## src/rtl/mp_add_seq_pkg.sv

```systemverilog
// Shared definitions for the multi-precision add/subtract sequencer:
// datapath word width, FSM state encoding and the signed-overflow rule.
package mp_add_seq_pkg;

    localparam int WORD_W = 16;

    typedef enum logic [1:0] {
        IDLE = 2'd0,
        RUN  = 2'd1,
        DONE = 2'd2
    } state_e;

    // Two's-complement overflow: operands agree in sign, result sign differs.
    function automatic logic signed_ovf(
        input logic a_msb,
        input logic b_msb,
        input logic s_msb
    );
        return (a_msb == b_msb) && (s_msb != a_msb);
    endfunction

endpackage

```

## src/rtl/full_adder_16bit.sv

```systemverilog
// 16-bit ripple-carry adder used as the shared word datapath of mp_add_seq.
module full_adder_16bit (
    input  logic [15:0] a,
    input  logic [15:0] b,
    input  logic        cin,
    output logic [15:0] sum,
    output logic        cout
);

    logic [16:0] carry_s;

    assign carry_s[0] = cin;

    for (genvar i = 0; i < 16; i++) begin : g_bit
        assign sum[i]         = a[i] ^ b[i] ^ carry_s[i];
        assign carry_s[i + 1] = (a[i] & b[i]) | (carry_s[i] & (a[i] ^ b[i]));
    end

    assign cout = carry_s[16];

endmodule

```

## src/rtl/mp_add_seq.sv

```systemverilog
// Multi-precision add/subtract sequencer: walks WORDS 16-bit words through one
// shared adder, LS word first, and returns sum/carry/overflow via valid/ready.
module mp_add_seq
    import mp_add_seq_pkg::*;
#(
    parameter int WORDS = 4,
    parameter int IDXW  = 2
) (
    input  logic                    clk,
    input  logic                    rst,
    input  logic                    start_valid,
    output logic                    start_ready,
    input  logic                    sub,
    input  logic                    cin,
    input  logic [WORD_W*WORDS-1:0] a,
    input  logic [WORD_W*WORDS-1:0] b,
    output logic                    done_valid,
    input  logic                    done_ready,
    output logic [WORD_W*WORDS-1:0] sum,
    output logic                    cout,
    output logic                    ovf
);

    localparam int              W        = WORD_W * WORDS;
    localparam logic [IDXW-1:0] LAST_IDX = IDXW'(WORDS - 1);

    if ((WORDS < 2) || ((2 ** IDXW) < WORDS)) begin : g_param_check
        $error("mp_add_seq: need WORDS >= 2 and 2**IDXW >= WORDS");
    end

    state_e              state_r;
    state_e              state_next_s;
    logic [W-1:0]        a_r;
    logic [W-1:0]        beff_r;
    logic [W-1:0]        sum_r;
    logic                carry_r;
    logic                cout_r;
    logic                ovf_r;
    logic                done_valid_r;
    logic                start_ready_r;
    logic [IDXW-1:0]     idx_r;
    logic [WORD_W-1:0]   a_word_s;
    logic [WORD_W-1:0]   b_word_s;
    logic [WORD_W-1:0]   add_sum_s;
    logic                add_cout_s;
    logic                last_s;

    // Word select for the shared adder and last-word detect.
    always_comb begin
        a_word_s = a_r[int'(idx_r) * WORD_W +: WORD_W];
        b_word_s = beff_r[int'(idx_r) * WORD_W +: WORD_W];
        last_s   = (idx_r == LAST_IDX);
    end

    full_adder_16bit u_adder (
        .a    (a_word_s),
        .b    (b_word_s),
        .cin  (carry_r),
        .sum  (add_sum_s),
        .cout (add_cout_s)
    );

    // Next-state logic; the unused encoding falls back to IDLE.
    always_comb begin
        state_next_s = state_r;
        case (state_r)
            IDLE: begin
                if (start_valid) begin
                    state_next_s = RUN;
                end else begin
                    state_next_s = IDLE;
                end
            end
            RUN: begin
                if (last_s) begin
                    state_next_s = DONE;
                end else begin
                    state_next_s = RUN;
                end
            end
            DONE: begin
                if (done_ready) begin
                    state_next_s = IDLE;
                end else begin
                    state_next_s = DONE;
                end
            end
            default: state_next_s = IDLE;
        endcase
    end

    // State register with registered handshake flags derived from next state.
    always_ff @(posedge clk or posedge rst) begin
        if (rst) begin
            state_r       <= IDLE;
            start_ready_r <= 1'b1;
            done_valid_r  <= 1'b0;
        end else begin
            state_r       <= state_next_s;
            start_ready_r <= (state_next_s == IDLE);
            done_valid_r  <= (state_next_s == DONE);
        end
    end

    // Operand capture, per-word accumulation and final carry/overflow.
    always_ff @(posedge clk or posedge rst) begin
        if (rst) begin
            a_r     <= {W{1'b0}};
            beff_r  <= {W{1'b0}};
            sum_r   <= {W{1'b0}};
            carry_r <= 1'b0;
            cout_r  <= 1'b0;
            ovf_r   <= 1'b0;
            idx_r   <= {IDXW{1'b0}};
        end else begin
            case (state_r)
                IDLE: begin
                    if (start_valid) begin
                        a_r     <= a;
                        beff_r  <= sub ? ~b : b;
                        carry_r <= sub ? 1'b1 : cin;
                        sum_r   <= {W{1'b0}};
                        idx_r   <= {IDXW{1'b0}};
                    end
                end
                RUN: begin
                    sum_r[int'(idx_r) * WORD_W +: WORD_W] <= add_sum_s;
                    carry_r <= add_cout_s;
                    if (last_s) begin
                        // Top carry leaves through cout only; the index parks at 0.
                        cout_r <= add_cout_s;
                        ovf_r  <= signed_ovf(a_r[W-1], beff_r[W-1], add_sum_s[WORD_W-1]);
                        idx_r  <= {IDXW{1'b0}};
                    end else begin
                        idx_r  <= idx_r + {{(IDXW-1){1'b0}}, 1'b1};
                    end
                end
                DONE: begin
                    cout_r <= cout_r;
                end
                default: begin
                    idx_r <= {IDXW{1'b0}};
                end
            endcase
        end
    end

    assign start_ready = start_ready_r;
    assign done_valid  = done_valid_r;
    assign sum         = sum_r;
    assign cout        = cout_r;
    assign ovf         = ovf_r;

endmodule

```

## config.mk

```make
export PLATFORM = sky130hd
export DESIGN_NAME = mp_add_seq
export DESIGN_NICKNAME = d
export VERILOG_FILES = /design/src/rtl/mp_add_seq_pkg.sv /design/src/rtl/full_adder_16bit.sv /design/src/rtl/mp_add_seq.sv
export SDC_FILE = /design/constraint.sdc
export NUM_CORES = 1
export LEC_CHECK = 0
export BUFFER_PORTS_ARGS = -buffer_cell sky130_fd_sc_hd__clkbuf_2
export CAP_MARGIN = 5
export CORE_MARGIN = 2
export CORE_UTILIZATION = 51
export CTS_BUF_LIST = sky130_fd_sc_hd__clkbuf_8
export CTS_CLUSTER_DIAMETER = 60
export DETAILED_ROUTE_END_ITERATION = 8
export GPL_TIMING_DRIVEN = 1
export PLACE_DENSITY = 0.76
export SLEW_MARGIN = 30
export SYNTH_ARGS = -nofsm -noshare
export SYNTH_HDL_FRONTEND = slang
export SYNTH_SLANG_ARGS = --single-unit
```

## constraint.sdc

```tcl
create_clock -name clk -period 11.32 [get_ports clk]
set_clock_uncertainty 0.15 [all_clocks]
set_input_delay 0.566 -clock clk [delete_from_list [all_inputs] [get_ports clk]]
set_output_delay 0.566 -clock clk [all_outputs]
set_load 0.1 [all_outputs]
```

==> out/results.txt <==
Critical Path Max Stage Delay -> 0.60 ns
Post-Route WL -> 21.38 mm
Htree depth -> 2
RSZ-0062 raised after global routing -> no
Final Non-Filler Cells -> 1145
Reg2reg start -> idx_r[0]
Grt total ovfl -> 0
Row Count -> 49
Unique masters post-synth -> 34
CTS Hold Bufs -> 0
Root Buffer -> clkbuf_8
Outcome -> complete, no violations
CTS clk-pin slew, worst paths -> 0.06 ns
R2R setup slack -> 2.84 ns
Setup violations, final -> 0
Area growth from synthesis to layout -> 19.24%
Met1 Routed Length -> 9.463 mm
Rel. slew slack -> 35.00%
DRT iter0 DRCs -> 373
Synth area leader -> dfrtp_1
Post-Place Cells -> 1087
Clock tree buffer depth -> 3
Final hold slack -> 0.08571 ns
Mapped Nets -> 853
Post-synthesis register bit count -> 201
Met2 routed WL -> 9.787 mm
CP max stage cell -> dfrtp_2
Number of remaining DRC errors -> 0
Reg2Reg Depth -> 25
Initial Util -> 51.79%
Hold Fails Final Rpt -> 0
First-pass GRT wire length -> 34.36 mm
Reg2reg end -> ovf
DR vias -> 6237
Vias in the first global route -> 6394
Die area -> 0.01921 mm2
Seq/Total Area, Yosys -> 54.45%
Critical Path AT -> 8.74 ns
DRT antenna net count -> 0
Chip Width -> 138.6 um
Req. time, crit path -> 11.58 ns
Post-Synthesis Cells -> 699
TNS Setup -> 0 ns
Design area -> 0.01102 mm2
MaxCap Viol Count -> 0
TritonRoute pass-1 iters -> 4
Placement Cell Area -> 0.01034 mm2
Min-delay worst type -> primary input to async pin
CP Capture Type -> flop
Crit Path Category -> flop to flop
Most used cell, CP -> fa_1
IO Pins -> 202
Synth Cell Area -> 0.009240 mm2
CP startpoint kind -> flop
Share of post-route cells with drive strength above 1 -> 37.92%
Synth top area cells -> dfrtp_1 54%, mux4_2 7.8%, xnor2_1 6.1%
Number of gates resized after cts -> 0
Worst Path Max Fanout -> 24
Metal3 WL -> 1.537 mm
Max Transition Viols Final -> 0
Dpl hpwl -> 15.02 mm
Crit share post-route -> 74.91%
Largest net degree at the start of global routing -> 125
Gpl congestion -> 0.8044
Source of the critical timing path -> idx_r[0]
CTS tree -> built
CORE AREA -> 0.01784 mm2
Routed length per placed instance -> 18.67 um
CTS buffer count -> 35
Yosys top cell area share -> 54.16%
Syn avg cell area -> 13.22 um2
Worst-Margin Slew -> 0.9750 ns
Clock period minus worst slack -> 8.480 ns
Final net count -> 1049
Via density -> 5.447
Die height -> 138.6 um
All-layer global routing usage -> 22.67%
Initial antenna violation count -> 1
Post-CTS Setup Repair Bufs -> 0
Clock sink total -> 201
Maximum clock frequency -> 117.9 MHz
DR top layer -> met4
Clk_lat worst skew -> 0.51 ns
Port Buf Inserts -> 201
Warnings from Yosys -> 0
-- logic make-up after synthesis --
family                   after synthesis  share of synthesized area (%)
multiplexers                          97                          15.72
buffers and inverters                 85                          4.184
AND/OR/NAND/NOR                       89                          4.265
AO/OA/AOI/OAI                        143                          11.31
flip-flops                           201                          54.45
XOR/XNOR                              64                          6.066
adder cells (fa/ha/maj)               20                          4.008
-- placed cells by master (no fill, tap or decap), drive strengths merged, types with 2 or more instances in the layout --
| master | netlist | layout |
|---|---|---|
| a22o | 3 | 3 |
| buf | 38 | 6 |
| fa | 16 | 16 |
| a21oi | 67 | 67 |
| xnor2 | 64 | 64 |
| o31ai | 2 | 2 |
| nand2 | 6 | 6 |
| nand4 | 2 | 2 |
| nor2b | 2 | 2 |
| o2bb2ai | 63 | 63 |
| dfrtp | 200 | 200 |
| nand2b | 3 | 3 |
| clkbuf | 9 | 244 |
| inv | 38 | 49 |
| o21ai | 3 | 3 |
| mux2 | 65 | 65 |
| ha | 4 | 4 |
| a21o | 4 | 4 |
| nor2 | 69 | 69 |
| mux4 | 32 | 32 |
-- cell usage after synthesis --
library cell and count:
dfrtp_1 200, nor2_1 69, a21oi_1 67, xnor2_1 64
o2bb2ai_1 53, mux2_2 45, inv_1 38, mux4_2 32
buf_2 30, mux2_1 20, fa_1 16, o2bb2ai_2 10
clkbuf_1 9, buf_4 6, nand2_1 6, a21o_1 4
ha_1 4, a22o_1 3, nand2b_1 3, o21ai_0 3
nand4_2 2, nor2b_1 2, o31ai_1 2, a2bb2oi_1 1
and2b_1 1, and3b_1 1, buf_1 1, buf_6 1
dfstp_2 1, nand3_1 1, nand3b_2 1, nor3_1 1
nor3b_2 1, or3_1 1
-- final cells by class --
cell class                 instances  area, um2
sequential                       201       5034
clock buffer                      44      605.6
timing repair buffer             206       1057
multi-input combinational        413       3829
inverter                          38      150.1
tap                              229      286.5
antenna                            1      2.502
clock inverter                    13      53.80
fill                            1390       6823
-- stage by stage --
stage	util [%]	worst slack, ns
final	61.76	2.840
after global routing	61.74	2.460
after CTS	61.68	2.802
after detailed placement	57.98	2.809
after global placement	57.98	2.970
after floorplan	-	3.474
-- how the worst max path moves through the flow --
stage,endpoint,slack (ns),depth (start not counted)
3_3_place_gp,ovf,2.97,25
3_5_place_dp,ovf,2.81,25
6_report,ovf,2.84,25
4_1_cts,ovf,2.80,25
5_1_grt,ovf,2.46,25
2_1_floorplan,ovf,3.47,26
-- registers in the layout, summed over array words and instances, names as in the netlist --
signal,count
carry_r,1
idx_r,2
beff_r,64
cout,1
state_r,2
sum,64
ovf,1
start_ready,1
done_valid,1
a_r,64
-- per-layer routing --
metal  vias to the layer above  track usage [%]
li1                       2847                -
met1                      3102            33.04
met2                       246            33.98
met3                        42            5.007
met4                         0            8.271
met5                         -                0
-- worst max-delay path: cells and delay by family, from the launching register on --
family	cells	cell delay [ns]
compound gates	2	0.20
mux	1	0.32
buf+inv	5	0.76
fa+ha+maj	16	6.13
simple gates	1	0.24
flops	1	0.60
Power is not shown: default switching activity piles up to over one toggle a cycle in this logic, so the estimate is an artifact.
